`src/rtl/id_ex_fwd_stage_pkg.sv`:
```
// Shared pipeline definitions for the ID/EX stage: widths, forwarding-select
// encoding and the layout of the opaque control bundle.
package id_ex_fwd_stage_pkg;

    localparam int unsigned DW = 32;
    localparam int unsigned AW = 5;
    localparam int unsigned CW = 12;

    typedef logic [1:0] fwd_sel_t;

    // Encoding is fixed by the EX operand mux wiring
    localparam fwd_sel_t FWD_RF    = 2'b00;
    localparam fwd_sel_t FWD_EXMEM = 2'b01;
    localparam fwd_sel_t FWD_MEMWB = 2'b10;

    localparam logic [AW-1:0] REG_ZERO = '0;

    localparam int unsigned CTRL_ALU_OP_LSB = 0;
    localparam int unsigned CTRL_ALU_OP_W   = 4;
    localparam int unsigned CTRL_ALU_SRC    = 4;
    localparam int unsigned CTRL_MEM_WRITE  = 5;
    localparam int unsigned CTRL_BRANCH     = 6;
    localparam int unsigned CTRL_WB_SEL_LSB = 7;
    localparam int unsigned CTRL_WB_SEL_W   = 2;
    localparam int unsigned CTRL_RSVD_LSB   = 9;

    typedef struct packed {
        logic           valid;
        logic           reg_write;
        logic           mem_read;
        logic [AW-1:0]  rs;
        logic [AW-1:0]  rt;
        logic [AW-1:0]  dest;
        logic [DW-1:0]  rs_data;
        logic [DW-1:0]  rt_data;
        logic [DW-1:0]  imm;
        logic [CW-1:0]  ctrl;
        fwd_sel_t       fwd_a_sel;
        fwd_sel_t       fwd_b_sel;
    } stage_t;

endpackage

```
`src/rtl/id_ex_fwd_stage_if.sv`:
```
// Decode-side inputs, EX/MEM hazard view and EX-side outputs of the ID/EX stage.
interface id_ex_fwd_stage_if;
    import id_ex_fwd_stage_pkg::*;

    logic           freeze;
    logic           flush;
    logic           id_valid;
    logic [AW-1:0]  id_rs;
    logic [AW-1:0]  id_rt;
    logic [AW-1:0]  id_dest;
    logic           id_reg_write;
    logic           id_mem_read;
    logic [DW-1:0]  id_rs_data;
    logic [DW-1:0]  id_rt_data;
    logic [DW-1:0]  id_imm;
    logic [CW-1:0]  id_ctrl;
    logic [AW-1:0]  mem_dest;
    logic           mem_reg_write;

    logic           ex_valid;
    logic           ex_reg_write;
    logic           ex_mem_read;
    logic [AW-1:0]  ex_rs;
    logic [AW-1:0]  ex_rt;
    logic [AW-1:0]  ex_dest;
    logic [DW-1:0]  ex_rs_data;
    logic [DW-1:0]  ex_rt_data;
    logic [DW-1:0]  ex_imm;
    logic [CW-1:0]  ex_ctrl;
    logic [1:0]     ex_fwd_a_sel;
    logic [1:0]     ex_fwd_b_sel;
    logic           load_use_stall;

    modport master (
        output freeze, flush, id_valid, id_rs, id_rt, id_dest, id_reg_write,
               id_mem_read, id_rs_data, id_rt_data, id_imm, id_ctrl,
               mem_dest, mem_reg_write,
        input  ex_valid, ex_reg_write, ex_mem_read, ex_rs, ex_rt, ex_dest,
               ex_rs_data, ex_rt_data, ex_imm, ex_ctrl, ex_fwd_a_sel,
               ex_fwd_b_sel, load_use_stall
    );

    modport slave (
        input  freeze, flush, id_valid, id_rs, id_rt, id_dest, id_reg_write,
               id_mem_read, id_rs_data, id_rt_data, id_imm, id_ctrl,
               mem_dest, mem_reg_write,
        output ex_valid, ex_reg_write, ex_mem_read, ex_rs, ex_rt, ex_dest,
               ex_rs_data, ex_rt_data, ex_imm, ex_ctrl, ex_fwd_a_sel,
               ex_fwd_b_sel, load_use_stall
    );

endinterface

```
`src/rtl/id_ex_fwd_stage_fwd_sel_calc.sv`:
```
// Forwarding select for one source register, computed one cycle ahead of EX.
module id_ex_fwd_stage_fwd_sel_calc
    import id_ex_fwd_stage_pkg::*;
(
    input  logic           src_valid,
    input  logic [AW-1:0]  src,
    input  logic           ex_valid,
    input  logic           ex_reg_write,
    input  logic [AW-1:0]  ex_dest,
    input  logic           mem_reg_write,
    input  logic [AW-1:0]  mem_dest,
    output fwd_sel_t       sel_c
);

    // Stage occupant moves to EX/MEM next cycle, so it is the youngest producer
    always_comb begin
        sel_c = FWD_RF;
        if (src_valid) begin
            if (ex_valid && ex_reg_write && (ex_dest != REG_ZERO) && (ex_dest == src)) begin
                sel_c = FWD_EXMEM;
            end else if (mem_reg_write && (mem_dest != REG_ZERO) && (mem_dest == src)) begin
                sel_c = FWD_MEMWB;
            end
        end
    end

endmodule

```
`src/rtl/id_ex_fwd_stage.sv`:
```
// ID/EX pipeline register with load-use detection and registered forwarding
// selects for the EX operand muxes.
module id_ex_fwd_stage
    import id_ex_fwd_stage_pkg::*;
(
    input  logic            clk,
    input  logic            rst_n,
    id_ex_fwd_stage_if.slave bus
);

    stage_t   stage_q;
    stage_t   stage_d;
    fwd_sel_t fwd_a_c;
    fwd_sel_t fwd_b_c;
    logic     stall_c;

    id_ex_fwd_stage_fwd_sel_calc u_fwd_sel_rs (
        .src_valid     (bus.id_valid),
        .src           (bus.id_rs),
        .ex_valid      (stage_q.valid),
        .ex_reg_write  (stage_q.reg_write),
        .ex_dest       (stage_q.dest),
        .mem_reg_write (bus.mem_reg_write),
        .mem_dest      (bus.mem_dest),
        .sel_c         (fwd_a_c)
    );

    id_ex_fwd_stage_fwd_sel_calc u_fwd_sel_rt (
        .src_valid     (bus.id_valid),
        .src           (bus.id_rt),
        .ex_valid      (stage_q.valid),
        .ex_reg_write  (stage_q.reg_write),
        .ex_dest       (stage_q.dest),
        .mem_reg_write (bus.mem_reg_write),
        .mem_dest      (bus.mem_dest),
        .sel_c         (fwd_b_c)
    );

    // rt is compared even when the instruction does not read it
    always_comb begin
        stall_c = stage_q.valid && stage_q.mem_read && (stage_q.dest != REG_ZERO)
                  && bus.id_valid
                  && ((stage_q.dest == bus.id_rs) || (stage_q.dest == bus.id_rt));
    end

    always_comb begin
        stage_d = stage_q;
        if (bus.flush || stall_c) begin
            stage_d = '0;
        end else begin
            stage_d.valid     = bus.id_valid;
            stage_d.reg_write = bus.id_reg_write;
            stage_d.mem_read  = bus.id_mem_read;
            stage_d.rs        = bus.id_rs;
            stage_d.rt        = bus.id_rt;
            stage_d.dest      = bus.id_dest;
            stage_d.rs_data   = bus.id_rs_data;
            stage_d.rt_data   = bus.id_rt_data;
            stage_d.imm       = bus.id_imm;
            stage_d.ctrl      = bus.id_ctrl;
            stage_d.fwd_a_sel = fwd_a_c;
            stage_d.fwd_b_sel = fwd_b_c;
        end
    end

    always_ff @(posedge clk or negedge rst_n) begin
        if (!rst_n) begin
            stage_q <= '0;
        end else if (!bus.freeze) begin
            stage_q <= stage_d;
        end
    end

    assign bus.ex_valid       = stage_q.valid;
    assign bus.ex_reg_write   = stage_q.reg_write;
    assign bus.ex_mem_read    = stage_q.mem_read;
    assign bus.ex_rs          = stage_q.rs;
    assign bus.ex_rt          = stage_q.rt;
    assign bus.ex_dest        = stage_q.dest;
    assign bus.ex_rs_data     = stage_q.rs_data;
    assign bus.ex_rt_data     = stage_q.rt_data;
    assign bus.ex_imm         = stage_q.imm;
    assign bus.ex_ctrl        = stage_q.ctrl;
    assign bus.ex_fwd_a_sel   = stage_q.fwd_a_sel;
    assign bus.ex_fwd_b_sel   = stage_q.fwd_b_sel;
    assign bus.load_use_stall = stall_c;

endmodule

```
`src/flat_wrapper.sv`:
```
// flat-port wrapper written by rule: the top's interface ports become plain ports
module id_ex_fwd_stage_flat import id_ex_fwd_stage_pkg::*;
  (clk, rst_n, bus_freeze, bus_flush, bus_id_valid, bus_id_rs, bus_id_rt, bus_id_dest, bus_id_reg_write, bus_id_mem_read, bus_id_rs_data, bus_id_rt_data, bus_id_imm, bus_id_ctrl, bus_mem_dest, bus_mem_reg_write, bus_ex_valid, bus_ex_reg_write, bus_ex_mem_read, bus_ex_rs, bus_ex_rt, bus_ex_dest, bus_ex_rs_data, bus_ex_rt_data, bus_ex_imm, bus_ex_ctrl, bus_ex_fwd_a_sel, bus_ex_fwd_b_sel, bus_load_use_stall);
  id_ex_fwd_stage_if bus_i ();
  input  logic clk;
  input  logic rst_n;
  input wire logic [$bits(bus_i.freeze)-1:0] bus_freeze;
  input wire logic [$bits(bus_i.flush)-1:0] bus_flush;
  input wire logic [$bits(bus_i.id_valid)-1:0] bus_id_valid;
  input wire logic [$bits(bus_i.id_rs)-1:0] bus_id_rs;
  input wire logic [$bits(bus_i.id_rt)-1:0] bus_id_rt;
  input wire logic [$bits(bus_i.id_dest)-1:0] bus_id_dest;
  input wire logic [$bits(bus_i.id_reg_write)-1:0] bus_id_reg_write;
  input wire logic [$bits(bus_i.id_mem_read)-1:0] bus_id_mem_read;
  input wire logic [$bits(bus_i.id_rs_data)-1:0] bus_id_rs_data;
  input wire logic [$bits(bus_i.id_rt_data)-1:0] bus_id_rt_data;
  input wire logic [$bits(bus_i.id_imm)-1:0] bus_id_imm;
  input wire logic [$bits(bus_i.id_ctrl)-1:0] bus_id_ctrl;
  input wire logic [$bits(bus_i.mem_dest)-1:0] bus_mem_dest;
  input wire logic [$bits(bus_i.mem_reg_write)-1:0] bus_mem_reg_write;
  output wire logic [$bits(bus_i.ex_valid)-1:0] bus_ex_valid;
  output wire logic [$bits(bus_i.ex_reg_write)-1:0] bus_ex_reg_write;
  output wire logic [$bits(bus_i.ex_mem_read)-1:0] bus_ex_mem_read;
  output wire logic [$bits(bus_i.ex_rs)-1:0] bus_ex_rs;
  output wire logic [$bits(bus_i.ex_rt)-1:0] bus_ex_rt;
  output wire logic [$bits(bus_i.ex_dest)-1:0] bus_ex_dest;
  output wire logic [$bits(bus_i.ex_rs_data)-1:0] bus_ex_rs_data;
  output wire logic [$bits(bus_i.ex_rt_data)-1:0] bus_ex_rt_data;
  output wire logic [$bits(bus_i.ex_imm)-1:0] bus_ex_imm;
  output wire logic [$bits(bus_i.ex_ctrl)-1:0] bus_ex_ctrl;
  output wire logic [$bits(bus_i.ex_fwd_a_sel)-1:0] bus_ex_fwd_a_sel;
  output wire logic [$bits(bus_i.ex_fwd_b_sel)-1:0] bus_ex_fwd_b_sel;
  output wire logic [$bits(bus_i.load_use_stall)-1:0] bus_load_use_stall;
  assign bus_i.freeze = bus_freeze;
  assign bus_i.flush = bus_flush;
  assign bus_i.id_valid = bus_id_valid;
  assign bus_i.id_rs = bus_id_rs;
  assign bus_i.id_rt = bus_id_rt;
  assign bus_i.id_dest = bus_id_dest;
  assign bus_i.id_reg_write = bus_id_reg_write;
  assign bus_i.id_mem_read = bus_id_mem_read;
  assign bus_i.id_rs_data = bus_id_rs_data;
  assign bus_i.id_rt_data = bus_id_rt_data;
  assign bus_i.id_imm = bus_id_imm;
  assign bus_i.id_ctrl = bus_id_ctrl;
  assign bus_i.mem_dest = bus_mem_dest;
  assign bus_i.mem_reg_write = bus_mem_reg_write;
  assign bus_ex_valid = bus_i.ex_valid;
  assign bus_ex_reg_write = bus_i.ex_reg_write;
  assign bus_ex_mem_read = bus_i.ex_mem_read;
  assign bus_ex_rs = bus_i.ex_rs;
  assign bus_ex_rt = bus_i.ex_rt;
  assign bus_ex_dest = bus_i.ex_dest;
  assign bus_ex_rs_data = bus_i.ex_rs_data;
  assign bus_ex_rt_data = bus_i.ex_rt_data;
  assign bus_ex_imm = bus_i.ex_imm;
  assign bus_ex_ctrl = bus_i.ex_ctrl;
  assign bus_ex_fwd_a_sel = bus_i.ex_fwd_a_sel;
  assign bus_ex_fwd_b_sel = bus_i.ex_fwd_b_sel;
  assign bus_load_use_stall = bus_i.load_use_stall;
  id_ex_fwd_stage u_core (.clk(clk), .rst_n(rst_n), .bus(bus_i));
endmodule
```
`config.mk`:
```
export PLATFORM = sky130hd
export DESIGN_NAME = id_ex_fwd_stage_flat
export DESIGN_NICKNAME = d
export VERILOG_FILES = /design/src/rtl/id_ex_fwd_stage_pkg.sv /design/src/rtl/id_ex_fwd_stage_if.sv /design/src/rtl/id_ex_fwd_stage_fwd_sel_calc.sv /design/src/rtl/id_ex_fwd_stage.sv /design/src/flat_wrapper.sv
export SDC_FILE = /design/constraint.sdc
export NUM_CORES = 1
export LEC_CHECK = 0
export CAP_MARGIN = 20
export CELL_PAD_IN_SITES_DETAIL_PLACEMENT = 2
export CELL_PAD_IN_SITES_GLOBAL_PLACEMENT = 2
export CORE_MARGIN = 1.5
export CORE_UTILIZATION = 38
export CTS_CLUSTER_SIZE = 28
export DETAILED_ROUTE_END_ITERATION = 10
export DONT_BUFFER_PORTS = 1
export MAX_ROUTING_LAYER = met4
export PLACE_DENSITY_LB_ADDON = 0.15
export SYNTH_ARGS = -nofsm -noshare
export SYNTH_HDL_FRONTEND = slang
export SYNTH_SLANG_ARGS = --single-unit
```
`constraint.sdc`:
```
create_clock -name clk -period 2.39 [get_ports clk]
set_clock_uncertainty 0.2 [all_clocks]
set_input_delay 0.478 -clock clk [delete_from_list [all_inputs] [get_ports clk]]
set_output_delay 0.478 -clock clk [all_outputs]
set_load 0.1 [all_outputs]
```
; Word level (Yosys, flattened, before mapping)
; Index checks and enable logic that the tools add are counted.
[totals]
regBits = 130
input_bits = 136
output_inout_bits = 131
word_cells = 38
[classes]
n_eq_ne = 4
muxes = 7
n_reduce_logical = 15
[op_table]
columns = cell, count
row1 = 130-bit two-way mux, 1
row2 = 5-bit == test, 4
row3 = 2-bit two-way mux, 6
row4 = 1-bit logical AND, 11
row5 = 5-bit nonzero test, 2
row6 = 1-bit logical OR, 2

; Depth between registers and ports, before layout
; Gate-level depths: netlist (run 1).
[logic_depth]
depth_word = 7
ltp_mapped = 8

; Modules after synthesis
; A second synthesis (run 1) with hierarchy kept.
[unflattened]
cells_unflattened = 799
hier_area_um2 = 7746.2
[modules_own_cells]
columns = mod, n_inst, cells_per_inst, area_per_inst_um2, seq_area_each_um2
row1 = id_ex_fwd_stage, 1, 755, 7423.4, 3253.1
row2 = id_ex_fwd_stage_fwd_sel_calc, 2, 22, 161.4, 0.0

; Least setup slack after synthesis (run 1)
; OpenSTA, ideal clock, no wires.
[synth_path]
path_kind = register to output
from = register u_core.stage_q (netlist bit u_core.bus.ex_dest[1])
to = output bus_load_use_stall
t_arrival_ns = 2.647
required_time_ns = 1.712
path_slack_ns = -0.935
path_stages_with_launch = 8
n_path_buf = 2
cell_sequence = dfrtp_1 -> xor2_1 -> nor4_1 -> nand2_1 -> a211o_1 -> buf_6 -> buf_6 -> inv_1
[synth_between]
elab_chain_cells = 4
word_cells_on_any_way = 7
[synth_rtl]
columns = element, line
row1 = "start, declared", id_ex_fwd_stage.sv:11  ; stage_t stage_q;
row2 = "start signal, assigned", id_ex_fwd_stage.sv:70  ; stage_q <= stage_d;
row3 = 5-bit nonzero test, id_ex_fwd_stage.sv:41  ; stall_c = stage_q.valid && stage_q.mem_read && (stage_q.dest != REG_ZERO)
row4 = 1-bit logical AND, id_ex_fwd_stage.sv:41
row5 = 1-bit logical AND, id_ex_fwd_stage.sv:42  ; && bus.id_valid
row6 = 1-bit logical AND *, id_ex_fwd_stage.sv:43  ; && ((stage_q.dest == bus.id_rs) || (stage_q.dest == bus.id_rt));
row7 = "end, declared", flat_wrapper.sv:33  ; output wire logic [$bits(bus_i.load_use_stall)-1:0] bus_load_use_stall;
; Mark *: on every way between the ends. The rest lies on a longest branch, timed or not.

; Worst setup path in the final report (run 1)
; Ends and elaborated chain as after synthesis.

==> results by group, run 1 <==
Die
  • Initial core utilization: 0.395
  • Rows: 41
  • DIE HEIGHT: between 100 and 150 um
  • Die area: 0.0140 mm2
  • Number of I/O pins: 267
  • Core box area: 0.0128 mm2
  • Die W: 118 um

Synthesis
  • Mapped Cells: about 350
  • Post-synth EDFFs: 0
  • Largest cells by area after synthesis: dfrtp_1, a32o_1, clkbuf_1
  • Sequential area share after synthesis: 0.644
  • Syn_nets: 488
  • Top-count cell post-synth: dfrtp_1
  • Synthesized area: 0.00505 mm2
  • Post-synthesis adder-cell area fraction: 0
  • Share of the synthesized area in the top cell type: 0.644
  • Post-synthesis average cell area: 14.3 um2
  • Complex-gate fraction of the synthesized area: 0.257
  • Largest family of logic cells by synthesized area: compound AO/OA/AOI/OAI gates
  • Async set-reset flop share out of synthesis: 1.00
  • Synth Area in XOR/XNOR: 0.0347
  • Synth cell types: 18
  • Top FF cell, synth: dfrtp_1
  • Yosys reg bits: 130
  • Synth cell count leaders: dfrtp_1, a32o_1, clkbuf_1, nand2_1, xor2_1
  • Largest area contributor in the netlist: dfrtp_1
  • Yosys Warn Count: 0
  • Post-Synth Simple-Gate Area: 0.0230
  • Mux contribution to synthesized area: 0

Critical path
  • Critical Path RT: 1.71 ns
  • Worst stage delay on the critical path: 0.49 ns
  • Setup CP Type: register to output pin
  • CP arrival: 2.11 ns
  • Worst-path maximum fanout: 3
  • Critical path, cell by cell: xor2_2, nor4_2, nand2_1, a211o_4, clkinvlp_4, buf_12
  • Setup crit start kind: register
  • CP endpoint kind: output pin
  • Crit-path slowest cell: dfrtp_4

Place
  • Dpl cell area: roughly 0.0053 mm2
  • Global placer's final weighted congestion: 0.775
  • Place WS: -0.0619 ns
  • Placed insts: 505
  • Dpl hpwl: between 9 and 10 mm
  • PortBufs: 0

GRT
  • Wire length of the first global-routing pass: 23.6 mm
  • Remaining Overflow, GRT: 0
  • Initial antenna violation count: 0
  • Vias in the first global route: approximately 4000
  • GRT Total Usage: 0.230
  • Largest net degree at the start of global routing: approximately 130

Final layout
  • Final core occ: 0.498
  • Diodes inserted: 0
  • Layout cell share with drive strength beyond 1: 0.229
  • Area Growth Syn to Fin: 25.9%
  • Filler cell count in the final layout: between 1000 and 1500
  • Post-layout nets: slightly above 500
  • Final Non-Filler Cells: 560
  • Fin area: between 0.006 and 0.007 mm2

Route
  • Wire per inst: 32.3 um
  • Initial drt markers: 270
  • DRC: 0
  • Vias: 3677
  • Total iterations of the first detailed-routing run: 4
  • DRT antenna net count: 0
  • Routed vias/inst: 6.57
  • Drt total wl: 18.1 mm

CTS
  • Clock latency on the worst-skew pair: 0.41 ns
  • CTS tree: done
  • H-tree lvl count: 4
  • Root Driver: clkbuf_16
  • Worst-path clk slew: about 0.050 ns
  • Number of CTS-inserted buffers: 17
  • CTS Buffer Depth: 2
  • Clock Sinks: 130

Timing
  • Period utilization: 1.17
  • Tmin final: about 2.8 ns
  • # setup viols final: around 130
  • Max-slew violation count: 0
  • Final hold viol count: 130
  • Hold WS: -0.441 ns
  • Slew headroom: 0.356
  • Max Fclk: 0.359 GHz
  • Worst-Margin Slew: ~0.97 ns
  • RSZ-0062 raised after global routing: true
  • Setup ws final: -0.396 ns
  • Final setup TNS: -11.41 ns

Power and ir drop
  • Max IR drop VDD: about 0.00040 V
  • Leak Pwr: 2.74 nW
  • Total power: 6.49 mW
  • Cell Pwr Density: 1020 mW/mm2

Run status
  • Status: complete, but fails checks
  • Failing checks: negative hold slack, negative setup slack

Worst hold path
  • Hold WC Path Type: primary input to async pin

Flow run
  • Max_cap viols: 0
[kinds of logic after synthesis]
group                  count (synthesis)
AO/OA/AOI/OAI                        133
XOR/XNOR                              20
flip-flops                           130
buffers and inverters                 43
AND/OR/NAND/NOR                       26
[path summary, 6_finish.rpt]
kind	endpoint	from	depth (start not counted)	slack [ns]
setup / recovery	bus_load_use_stall	u_core.bus.ex_dest[1]	6	-0.40
hold / removal	u_core.bus.ex_imm[14]	rst_n	0	-0.44
setup reg to reg	u_core.bus.ex_imm[1]	u_core.bus.ex_dest[1]	8	-0.12
hold reg to reg	u_core.bus.ex_dest[4]	u_core.bus.ex_dest[4]	1	0.39
max in group asynchronous	u_core.bus.ex_rs_data[10]	rst_n	0	2.21
min in group clk	u_core.bus.ex_ctrl[0]	bus_id_ctrl[0]	1	0.02
[flip-flops by register name, summed over array words and instances (netlist names)]
name / count
u_core.bus.ex_valid: 1
u_core.bus.ex_mem_read: 1
u_core.bus.ex_dest: 5
u_core.bus.ex_rs_data: 32
u_core.bus.ex_fwd_b_sel: 2
u_core.bus.ex_fwd_a_sel: 2
u_core.bus.ex_ctrl: 12
u_core.bus.ex_rs: 5
u_core.bus.ex_reg_write: 1
u_core.bus.ex_rt_data: 32
u_core.bus.ex_imm: 32
u_core.bus.ex_rt: 5
[where the power goes]
part           switching [mW]  total (mW)  internal [mW]
registers                1.30        3.64           2.34
logic                   0.240       0.433          0.194
clock network           0.925        2.41           1.49
total                    2.46        6.49           4.03
[cells in the final DEF, fill, tap and decap left out, types with 2 or more instances in the layout]
master | synthesis | routed
buf_6 | 6 | 3
nor2_1 | 3 | 2
clkbuf_16 | 0 | 27
o31ai_1 | 2 | 2
clkbuf_8 | 0 | 3
clkinv_2 | 0 | 7
dlygate4sd3_1 | 0 | 3
a32o_2 | 0 | 4
xor2_1 | 11 | 10
buf_12 | 0 | 6
dfrtp_1 | 130 | 125
xnor2_1 | 9 | 9
clkinvlp_4 | 0 | 4
nand3_1 | 4 | 4
buf_4 | 0 | 20
buf_8 | 0 | 3
nand2_1 | 11 | 11
nor3_1 | 5 | 5
dfrtp_4 | 0 | 4
o21ai_0 | 5 | 5
a32o_1 | 125 | 121
buf_16 | 0 | 2
[worst max-delay path: cells and delay by family (launching register included)]
family | cells | cell delay [ns]
DFF | 1 | 0.49
AOI/OAI and AO/OA | 1 | 0.37
xor gates and xnor gates | 1 | 0.16
buffers and inverters | 2 | 0.27
and+or+nand+nor | 2 | 0.41
[what timing repair did]
item	in CTS	in global routing
gates cloned	0	17
buffers inserted	2	1
pin swaps	3	14
gates resized for setup	0	19
hold buffers	2	2
setup endpoints to repair	1	126
hold endpoints to repair	180	133
[per-layer routing]
metal	global-route usage	vias to the layer above	part of all wire
li1	-	1495	-
met1	0.248	1915	0.36
met2	0.376	240	0.51
met3	0.0975	27	0.11
met4	0.0877	0	0.020
met5	-	-	0
[cell type report]
type,count,area (um2),share of cell area
Sequential cell,130,3270,0.514
Multi-Input combinational cell,179,1630,0.256
Timing Repair Buffer,47,684,0.108
Clock buffer,20,467,0.0734
Tap cell,172,215,0.0339
Clock inverter,11,87.6,0.0138
Inverter,1,7.51,0.00118
(Power assumes the default switching activity.)
==> run 2, diff against run 1 <==
Settings changed: CELL_PAD_IN_SITES_DETAIL_PLACEMENT 2 to 1.
==> results by group, run 2 (synthesis gave the netlist of run 1 again) <==
Run status
  • Status: complete, but fails checks
  • Failing checks: negative hold slack, negative setup slack

Critical path
  • Launch point of the worst reg-to-reg path: u_core.bus.ex_dest[1]
  • R2R cell count: 7 (-1)
  • Setup CP Type: register to output pin
  • Worst-path maximum fanout: 3 (unchanged)
  • Crit-path slowest cell: dfrtp_4
  • CP endpoint: bus_load_use_stall
  • CP endpoint kind: output pin
  • R2R Setup Slk: -0.04 ns (+0.08 ns)
  • CP arrival: 2.10 ns (about the same)
  • R2R Path End: u_core.bus.ex_rs[1]
  • Setup crit start kind: register
  • CP startpoint: u_core.bus.ex_dest[1]
  • Critical path, cell by cell: xor2_2, nor4_2, nand2_1, a211o_4, clkinvlp_4, buf_12
  • Critical Path RT: 1.71 ns (about the same)
  • Worst stage delay on the critical path: 0.50 ns (about the same)

Power and ir drop
  • Leak Pwr: 2.58 nW (-5.8%)
  • Cell Pwr Density: 1090 mW/mm2 (+6.9%)
  • Max IR drop VDD: 0.000473 V (+19%)

Die
  • DIE HEIGHT: 118 um (unchanged)
  • Number of I/O pins: 267 (unchanged)
  • Die W: 118 um (unchanged)
  • Rows: 41 (unchanged)
  • Initial core utilization: 0.395 (unchanged)
  • Die area: 0.0140 mm2 (unchanged)
  • Core box area: 0.0128 mm2 (unchanged)

CTS
  • CTS tree: done
  • Clock latency on the worst-skew pair: 0.41 ns (about the same)
  • Worst-path clk slew: 0.05 ns (about the same)
  • Clock Sinks: 130 (unchanged)
  • Root Driver: clkbuf_16
  • CTS Buffer Depth: 2 (unchanged)
  • H-tree lvl count: 4 (unchanged)
  • Number of CTS-inserted buffers: 17 (unchanged)

Final layout
  • Most common library cell in the layout ignoring fill and taps: dfrtp_1
  • Area Growth Syn to Fin: 21.0%
  • Post-layout nets: 498 (-2.7%)
  • Final Non-Filler Cells: 548 (-2.1%)
  • Layout cell share with drive strength beyond 1: 0.184 (-0.0454)
  • Final core occ: 0.478 (-0.0193)
  • Fin area: 0.00611 mm2 (-3.9%)
  • Filler cell count in the final layout: 1244 (+5.0%)
  • Most frequent cells in the layout: dfrtp_1, a32o_1, clkbuf_16, buf_4, nand2_1

Timing
  • # setup viols final: 106 (-16%)
  • Worst-Margin Slew: 0.959 ns (-0.00729 ns)
  • Period utilization: 1.16 (-0.00354)
  • RSZ-0062 raised after global routing: true
  • Final hold viol count: 130 (unchanged)
  • Setup ws final: -0.388 ns (+0.00847 ns)
  • Max-slew violation count: 0 (unchanged)
  • Slew headroom: 0.359 (+0.00275)
  • Hold WS: -0.441 ns (-0.000135 ns)
  • Final setup TNS: -2.53 ns (+8.87 ns)
  • Max Fclk: 0.360 GHz (+0.30%)
  • Tmin final: 2.78 ns (-0.00847 ns)

GRT
  • GRT Total Usage: 0.203 (-0.0269)
  • Wire length of the first global-routing pass: 21.3 mm (-10%)
  • Largest net degree at the start of global routing: 131 (unchanged)
  • Remaining Overflow, GRT: 0 (unchanged)
  • Initial antenna violation count: 1 (+1)
  • Vias in the first global route: 3624 (-7.1%)

Worst hold path
  • Hold WC Path Type: primary input to async pin

Route
  • Vias: 3506 (-4.7%)
  • Initial drt markers: 231 (-14%)
  • DRT antenna net count: 0 (unchanged)
  • Routed vias/inst: 6.40 (-2.6%)
  • Drt total wl: 14.5 mm (-20%)
  • Total iterations of the first detailed-routing run: 5 (+1)
  • DRC: 0 (unchanged)
  • Wire per inst: 26.5 um (-18%)

Place
  • Global placer's final weighted congestion: 0.775 (unchanged)
  • Dpl cell area: 0.00532 mm2 (unchanged)
  • PortBufs: 0 (unchanged)
  • Placed insts: 505 (unchanged)
  • Dpl hpwl: 8.93 mm (-8.5%)

Flow run
  • Max_cap viols: 0 (unchanged)
## run 2: cell types whose count changed in the layout (fill, tap and decap cells not counted), sizes merged, moves of 2 or more
cell,delta
clkbuf,-4
bufinv,+2
buf,-8
clkinv,-3
## run 2: worst max-delay path: cells and delay by family, from the launching register on
kind / cells / cell delay, ns
AO/OA/AOI/OAI: 1 / 0.36
XOR/XNOR: 1 / 0.16
buffers and inverters: 2 / 0.26
flip-flops: 1 / 0.50
AND/OR/NAND/NOR: 2 / 0.40
## run 2: power by group
part	internal (mW)	switching, mW
Combinational	0.188	0.214
Clock	1.72	0.916
Sequential	2.34	1.29
## run 2: stage by stage
stage                     power, mW  worst slack (ns)  hold slack, ns
final                          6.67            -0.388          -0.441
after global routing           6.89            -0.508          -0.469
after CTS                      6.72            -0.458          -0.460
after detailed placement       4.06           -0.0511         -0.0150
after global placement         4.05           -0.0356         -0.0148
after floorplan                3.97            -0.329         -0.0176
## run 2: worst min-delay path by stage
stage / startpoint / end / slack [ns] / depth (start not counted)
6_report: rst_n / u_core.bus.ex_imm[15] / -0.44 / 0
5_1_grt: rst_n / u_core.bus.ex_imm[17] / -0.47 / 0
4_1_cts: rst_n / u_core.bus.ex_imm[10] / -0.46 / 0
3_5_place_dp: rst_n / u_core.bus.ex_imm[10] / -0.02 / 0
3_3_place_gp: rst_n / u_core.bus.ex_imm[10] / -0.01 / 0
2_1_floorplan: rst_n / u_core.bus.ex_ctrl[0] / -0.02 / 0
## run 2: per-layer routing
metal | vias up | share of wire | GRT usage
li1 | 1466 | - | -
met1 | 1812 | 0.39 | 0.225
met2 | 208 | 0.49 | 0.323
met5 | - | 0 | -
met3 | 20 | 0.11 | 0.0859
met4 | 0 | 0.018 | 0.0816
## run 2: final cells by class
class / count / area [um2] / area share
clock inverters: 9 / 129 / 0.0211
repair buffers: 33 / 387 / 0.0633
multi-input cells: 179 / 1620 / 0.266
diodes: 1 / 2.50 / 0.000410
clock buffers: 23 / 478 / 0.0782
flip-flops and latches: 130 / 3270 / 0.535
inverters: 1 / 7.51 / 0.00123
well taps: 172 / 215 / 0.0352
## run 2: repair_timing
item                                   CTS  global route
gates cloned                             0             4
pin swaps                                3             3
hold buffers                             2             2
buffers inserted                         2             0
endpoints found under the hold margin  153           131
setup endpoints to repair                1           126
resized for setup                        0             7
